[src/rtl/count_pipe.sv]
// -----------------------------------------------------------------------------
// count_pipe
//
// Parametrised step counter with a registered delay line. The WIDTH-bit
// counter advances by 'step' (or is loaded), and a DEPTH-stage shift line
// captures the counter's value from before the edge on every advance.
// This block is used as a stimulus/timestamp source in pipeline benches.
//
// Parameters:
//   WIDTH  counter and tap width in bits (>= 2)
//   DEPTH  number of delay-line stages   (>= 1)
//   INIT   counter reset value, truncated to WIDTH
//
// Ports:
//   clk       in   1            clock, all state updates on posedge
//   rst       in   1            asynchronous active-high reset
//   en        in   1            advance counter by step
//   load      in   1            load counter from load_val (priority over en)
//   load_val  in   WIDTH        load value
//   step      in   WIDTH        unsigned increment
//   sat_mode  in   1            1 = clamp on overflow, 0 = wrap
//                               (only honoured when COUNT_PIPE_SAT_EN is set)
//   count     out  WIDTH        counter value
//   taps      out  DEPTH*WIDTH  delay line, stage k at [k*WIDTH +: WIDTH]
//   tap_vld   out  DEPTH        per-stage valid
//   wrap      out  1            pulse: last advance overflowed and wrapped
//   sat       out  1            pulse: last advance overflowed and clamped
//
// Handshake: there is no backpressure. en and load are per-cycle request
// qualifiers sampled on every posedge; any cycle with (load | en) is an
// "advance" and shifts the delay line exactly once. Outputs are registered
// and valid every cycle; tap_vld marks which delay stages hold real samples.
//
// Configuration macro: COUNT_PIPE_SAT_EN
//   defined   : saturation logic is built, sat_mode selects clamp vs wrap
//   undefined : the counter always wraps, sat is tied low, sat_mode unused
// -----------------------------------------------------------------------------
module count_pipe #(
  parameter int WIDTH = 8,
  parameter int DEPTH = 4,
  parameter int INIT  = 1
) (
  input  logic                   clk,
  input  logic                   rst,
  input  logic                   en,
  input  logic                   load,
  input  logic [WIDTH-1:0]       load_val,
  input  logic [WIDTH-1:0]       step,
  input  logic                   sat_mode,
  output logic [WIDTH-1:0]       count,
  output logic [DEPTH*WIDTH-1:0] taps,
  output logic [DEPTH-1:0]       tap_vld,
  output logic                   wrap,
  output logic                   sat
);

  localparam logic [WIDTH-1:0] INIT_V = WIDTH'(INIT);

  // ---------------------------------------------------------------------------
  // State
  // ---------------------------------------------------------------------------
  logic [WIDTH-1:0]       count_q, count_d;
  logic [DEPTH*WIDTH-1:0] taps_q,  taps_d;
  logic [DEPTH-1:0]       vld_q,   vld_d;
  logic                   wrap_q,  wrap_d;
  logic                   sat_q,   sat_d;

  // ---------------------------------------------------------------------------
  // Adder: one extra bit so the overflow carry is visible.
  // ---------------------------------------------------------------------------
  logic             advance;
  logic [WIDTH:0]   sum;
  logic             carry;

  assign advance = load | en;
  assign sum     = {1'b0, count_q} + {1'b0, step};
  assign carry   = sum[WIDTH];

`ifdef COUNT_PIPE_SAT_EN
  logic clamp;
  assign clamp = sat_mode;
`else
  // sat_mode stays on the port list for a uniform interface but has no
  // function in this build.
  logic unused_sat_mode;
  assign unused_sat_mode = sat_mode;
`endif

  // ---------------------------------------------------------------------------
  // Counter next state. wrap/sat are pulses describing the advance that just
  // happened, so they default low and are only raised on an overflowing en.
  // ---------------------------------------------------------------------------
  always_comb begin
    count_d = count_q;
    wrap_d  = 1'b0;
    sat_d   = 1'b0;
    if (load) begin
      count_d = load_val;
    end else if (en) begin
`ifdef COUNT_PIPE_SAT_EN
      if (carry && clamp) begin
        count_d = '1;
        sat_d   = 1'b1;
      end else begin
        count_d = sum[WIDTH-1:0];
        wrap_d  = carry;
      end
`else
      count_d = sum[WIDTH-1:0];
      wrap_d  = carry;
`endif
    end
  end

  // ---------------------------------------------------------------------------
  // Delay line next state. Stage 0 takes count_q (the value before this edge),
  // so a value placed on count reaches stage k after k+1 advances. Shifting is
  // written per stage so DEPTH == 1 needs no special slice.
  // ---------------------------------------------------------------------------
  always_comb begin
    taps_d = taps_q;
    vld_d  = vld_q;
    if (advance) begin
      taps_d[0 +: WIDTH] = count_q;
      vld_d[0]           = 1'b1;
      for (int k = 1; k < DEPTH; k++) begin
        taps_d[k*WIDTH +: WIDTH] = taps_q[(k-1)*WIDTH +: WIDTH];
        vld_d[k]                 = vld_q[k-1];
      end
    end
  end

  // ---------------------------------------------------------------------------
  // Registers. Everything shares one edge and uses nonblocking updates, so
  // the delay line always sees the pre-edge counter regardless of ordering.
  // ---------------------------------------------------------------------------
  always_ff @(posedge clk or posedge rst) begin
    if (rst) begin
      count_q <= INIT_V;
      taps_q  <= '0;
      vld_q   <= '0;
      wrap_q  <= 1'b0;
      sat_q   <= 1'b0;
    end else begin
      count_q <= count_d;
      taps_q  <= taps_d;
      vld_q   <= vld_d;
      wrap_q  <= wrap_d;
      sat_q   <= sat_d;
    end
  end

  // ---------------------------------------------------------------------------
  // Outputs
  // ---------------------------------------------------------------------------
  assign count   = count_q;
  assign taps    = taps_q;
  assign tap_vld = vld_q;
  assign wrap    = wrap_q;
  assign sat     = sat_q;

endmodule

[config.mk]
export PLATFORM = sky130hd
export DESIGN_NAME = count_pipe
export DESIGN_NICKNAME = d
export VERILOG_FILES = /design/src/rtl/count_pipe.sv
export SDC_FILE = /design/constraint.sdc
export NUM_CORES = 1
export LEC_CHECK = 0
export CAP_MARGIN = 20
export CORE_ASPECT_RATIO = 1.4
export CORE_MARGIN = 2
export CORE_UTILIZATION = 46
export CTS_CLUSTER_SIZE = 28
export DETAILED_ROUTE_END_ITERATION = 12
export GPL_TIMING_DRIVEN = 0
export PLACE_DENSITY = 0.79
export SYNTH_ARGS = -nofsm -noshare
export SYNTH_HDL_FRONTEND = slang
export SYNTH_SLANG_ARGS = --single-unit
export TNS_END_PERCENT = 20
[constraint.sdc]
create_clock -name clk -period 2.1 [get_ports clk]
set_input_delay 0.315 -clock clk [delete_from_list [all_inputs] [get_ports clk]]
set_output_delay 0.315 -clock clk [all_outputs]
set_load 0.02 [all_outputs]
==> results.rst <==
.. list-table::
   :header-rows: 1

   * - Metric
     - Value
   * - Measured slew at the worst slew-check pin
     - 520 ps
   * - Slew Limit Fails
     - 0
   * - Clock latency on the worst-skew pair
     - 300 ps
   * - Number of antenna violations at the first check in global routing
     - 0
   * - First-pass GRT wire length
     - 7.12 mm
   * - CTS Buffer Depth
     - 2
   * - Multi-input gate area in the final layout
     - approximately 940 µm²
   * - Final cell count without fillers
     - 299
   * - Drc violations
     - 0
   * - Port Buf Inserts
     - 64
   * - Worst min-delay path class
     - in -> async
   * - Largest vdd supply drop
     - 401 µV
   * - H-tree depth reported by CTS
     - 2
   * - Area delta synth->final
     - 41.7%
   * - Final setup vio count
     - 0
   * - RSZ-0062 raised after global routing
     - false
   * - Worst EP arrival
     - 2190 ps
   * - Antenna Diode Count
     - 0
   * - Max Fanout on Critical Path
     - 3
   * - Internal reg-to-reg setup slack
     - 150 ps
   * - CTS buffer count
     - 5
   * - DIE HEIGHT
     - 83.9 µm
   * - Placeable core region
     - 4460 µm²
   * - Post-CTS Hold Buffers
     - 0
   * - Residual antenna-violating net count after detailed routing
     - 0
   * - DRT Pass-1 Iters
     - 5
   * - Final hold violation count
     - 0
   * - Power Dens Cells
     - 913 nW/µm²
   * - Rows
     - 29
   * - Tmin final
     - approximately 2000 ps
   * - Die boundary width
     - 61.1 µm
   * - CP Launch Type
     - primary input
   * - CTS root buffer
     - sky130_fd_sc_hd__clkbuf_8
   * - Post-route cell area
     - 2970 µm²
   * - TritonCTS clock tree
     - built
   * - WL/cell
     - about 14 µm
   * - Sequential fraction of the synthesis area
     - 0.537
   * - Critical path start-end classification
     - in -> reg
   * - Synth Net Count
     - 192
   * - Maximum number of pins on one net before global-route repair
     - 37
   * - Startpoint of the most critical register-to-register path
     - count[0]
   * - Number of storage elements in the synthesis netlist
     - 45
   * - Static leakage power
     - 1.25 nW
   * - Outcome
     - finished, final reports clean
   * - Synth warnings
     - 0
   * - Worst-path clk slew
     - 90 ps
   * - Final core utilization
     - 0.666
   * - Distinct cell type count after synthesis
     - 34
   * - Via count of the first global-routing pass
     - between 1500 and 2000
   * - Violation count after the first detailed-routing iteration
     - 25
   * - Mean post-synth cell area
     - 13.0 µm²
   * - Total Routed Length
     - 4.12 mm
   * - Estimated wirelength of the detail-placed design
     - approximately 3.2 mm
   * - Placement-stage cell area
     - 2840 µm²
   * - Highest attainable clock frequency
     - roughly 500 MHz
   * - R2r worst-path depth
     - 8
   * - Final net count
     - 266
   * - Total negative setup slack
     - 0 ps
   * - Netlist Area Pre-Place
     - 2100 µm²
   * - Required time of the worst setup path
     - 2330 ps
   * - Total Die Area
     - 5130 µm²
   * - RR Endpoint
     - wrap
   * - Share of cells above drive strength 1
     - 0.262
   * - Worst setup path endpoint
     - count[6]
   * - Placement-stage worst setup slack
     - -249 ps
   * - Post-route fraction of the period consumed by the critical path
     - 0.934
   * - Crit path from
     - step[0]
   * - Number of sinks driven by the clock tree
     - 45
   * - Number of placed I/O pins
     - 67
   * - Fill count
     - 371
   * - Total global routing track utilization
     - 0.186
   * - Slew Limit Headroom
     - 0.653
   * - Max-Cap Viols
     - 0
   * - Fin Clk Skew
     - 8.21 ps
   * - Post-placement cell count
     - between 200 and 300
   * - DR vias
     - roughly 1500
   * - Starting density of the core
     - 0.470
   * - Routed vias/inst
     - 4.99
   * - Crit end category
     - flip-flop
   * - Storage cell area
     - 1130 µm²
   * - Final setup margin
     - 139 ps
   * - RePlAce Congestion
     - around 0.83
   * - Remaining global-route overflow
     - 0
   * - Post-synthesis cell count
     - 162
[where the power goes]
| group | leakage (nW) | internal, W | total, W | switching, W |
|---|---|---|---|---|
| combinational | 0.676 | 0.000544 | 0.00102 | 0.000475 |
| sequential | 0.528 | 0.00103 | 0.00114 | 0.000109 |
| clock | 0.0512 | 0.000267 | 0.000557 | 0.000290 |
[worst min path at each step]
stage,endpoint
finish,taps[24]
global route,taps[24]
CTS,taps[24]
detailed placement,taps[27]
global placement,taps[1]
floorplan,count[0]
[stage by stage]
stage	hold slack, ps	power [W]
finish	255	0.00272
global route	261	0.00287
CTS	258	0.00273
detailed placement	492	0.00217
global placement	483	0.00214
floorplan	431	0.00171
[placed cells by master, fill, tap and decap left out, types with 3 or more instances in the layout]
cell / n
sky130_fd_sc_hd__a211o_1: 3
sky130_fd_sc_hd__a21oi_1: 4
sky130_fd_sc_hd__buf_2: 3
sky130_fd_sc_hd__buf_4: 3
sky130_fd_sc_hd__clkbuf_1: 3
sky130_fd_sc_hd__clkbuf_8: 6
sky130_fd_sc_hd__clkdlybuf4s50_1: 64
sky130_fd_sc_hd__dfrtp_1: 44
sky130_fd_sc_hd__ha_1: 7
sky130_fd_sc_hd__inv_1: 4
sky130_fd_sc_hd__mux2_2: 35
sky130_fd_sc_hd__mux2i_1: 4
sky130_fd_sc_hd__nand2_1: 8
sky130_fd_sc_hd__nor2_1: 7
sky130_fd_sc_hd__nor3b_1: 3
sky130_fd_sc_hd__o21ai_0: 6
sky130_fd_sc_hd__or3_1: 3
[Yosys cell counts, drive strengths merged]
cell type / n / area [µm²]
dfrtp: 44 / 1100
mux2: 35 / 394
ha: 8 / 100
nand2: 8 / 30.0
nor2: 8 / 32.5
inv: 6 / 22.5
o21ai: 6 / 30.0
a21oi: 5 / 28.8
buf: 4 / 22.5
mux2i: 4 / 40.0
a211o: 3 / 26.3
clkbuf: 3 / 11.3
nor3b: 3 / 22.5
or3: 3 / 18.8
a211oi: 2 / 15.0
a21o: 2 / 15.0
a2bb2oi: 2 / 17.5
nand3: 2 / 10.0
nand3b: 2 / 15.0
o21a: 2 / 15.0
a31oi: 1 / 12.5
conb: 1 / 3.75
dfstp: 1 / 26.3
fa: 1 / 20.0
nor2b: 1 / 13.8
nor4: 1 / 6.26
o211ai: 1 / 7.51
o31ai: 1 / 21.3
or4b: 1 / 10.0
xnor2: 1 / 8.76
[final cells by class]
| type | instances | share of cell area |
|---|---|---|
| buffer | 7 | 0.0114 |
| clock buffer | 6 | 0.0278 |
| clock inverter | 2 | 0.00463 |
| inverter | 6 | 0.00757 |
| multi-input combinational | 104 | 0.316 |
| sequential | 45 | 0.379 |
| tap | 62 | 0.0261 |
| timing repair buffer | 67 | 0.227 |
[sequential cells by signal (all words and copies together), names as in the netlist]
name	cells
count	8
wrap	1
tap_vld	4
taps	32
[worst max-delay path, stage by stage]
cell and delay, ps:
sky130_fd_sc_hd__clkdlybuf4s50_1 450, sky130_fd_sc_hd__ha_4 190, sky130_fd_sc_hd__inv_1 80, sky130_fd_sc_hd__fa_2 240, sky130_fd_sc_hd__nor2b_4 60, sky130_fd_sc_hd__o31ai_4 190
sky130_fd_sc_hd__a21oi_2 110, sky130_fd_sc_hd__or4b_1 460, sky130_fd_sc_hd__nand3_1 90
[routing by layer]
layer,part of all wire,global-route usage
met5,0,0
met4,0.019,0.0830
met3,0.036,0.0403
met2,0.54,0.310
met1,0.40,0.220
[repair_timing]
action	in CTS	in global routing
gates resized for setup	1	4
pin swaps	0	4
endpoints found under the setup margin	1	1
setup buffers	0	2
[cell families (layout without fill, tap and decap cells)]
| group | count (synthesis) | after routing | share of synthesized area |
|---|---|---|---|
| other | 1 | 1 | 0.00179 |
| AOI/OAI and AO/OA | 25 | 25 | 0.0900 |
| xor gates and xnor gates | 1 | 1 | 0.00417 |
| DFF | 45 | 45 | 0.537 |
| and+or+nand+nor | 29 | 29 | 0.0757 |
| muxes | 39 | 39 | 0.207 |
| adders and majority gates | 9 | 9 | 0.0572 |
| buffers and inverters | 13 | 88 | 0.0268 |
Note: power is estimated with default switching activity, not from simulation.
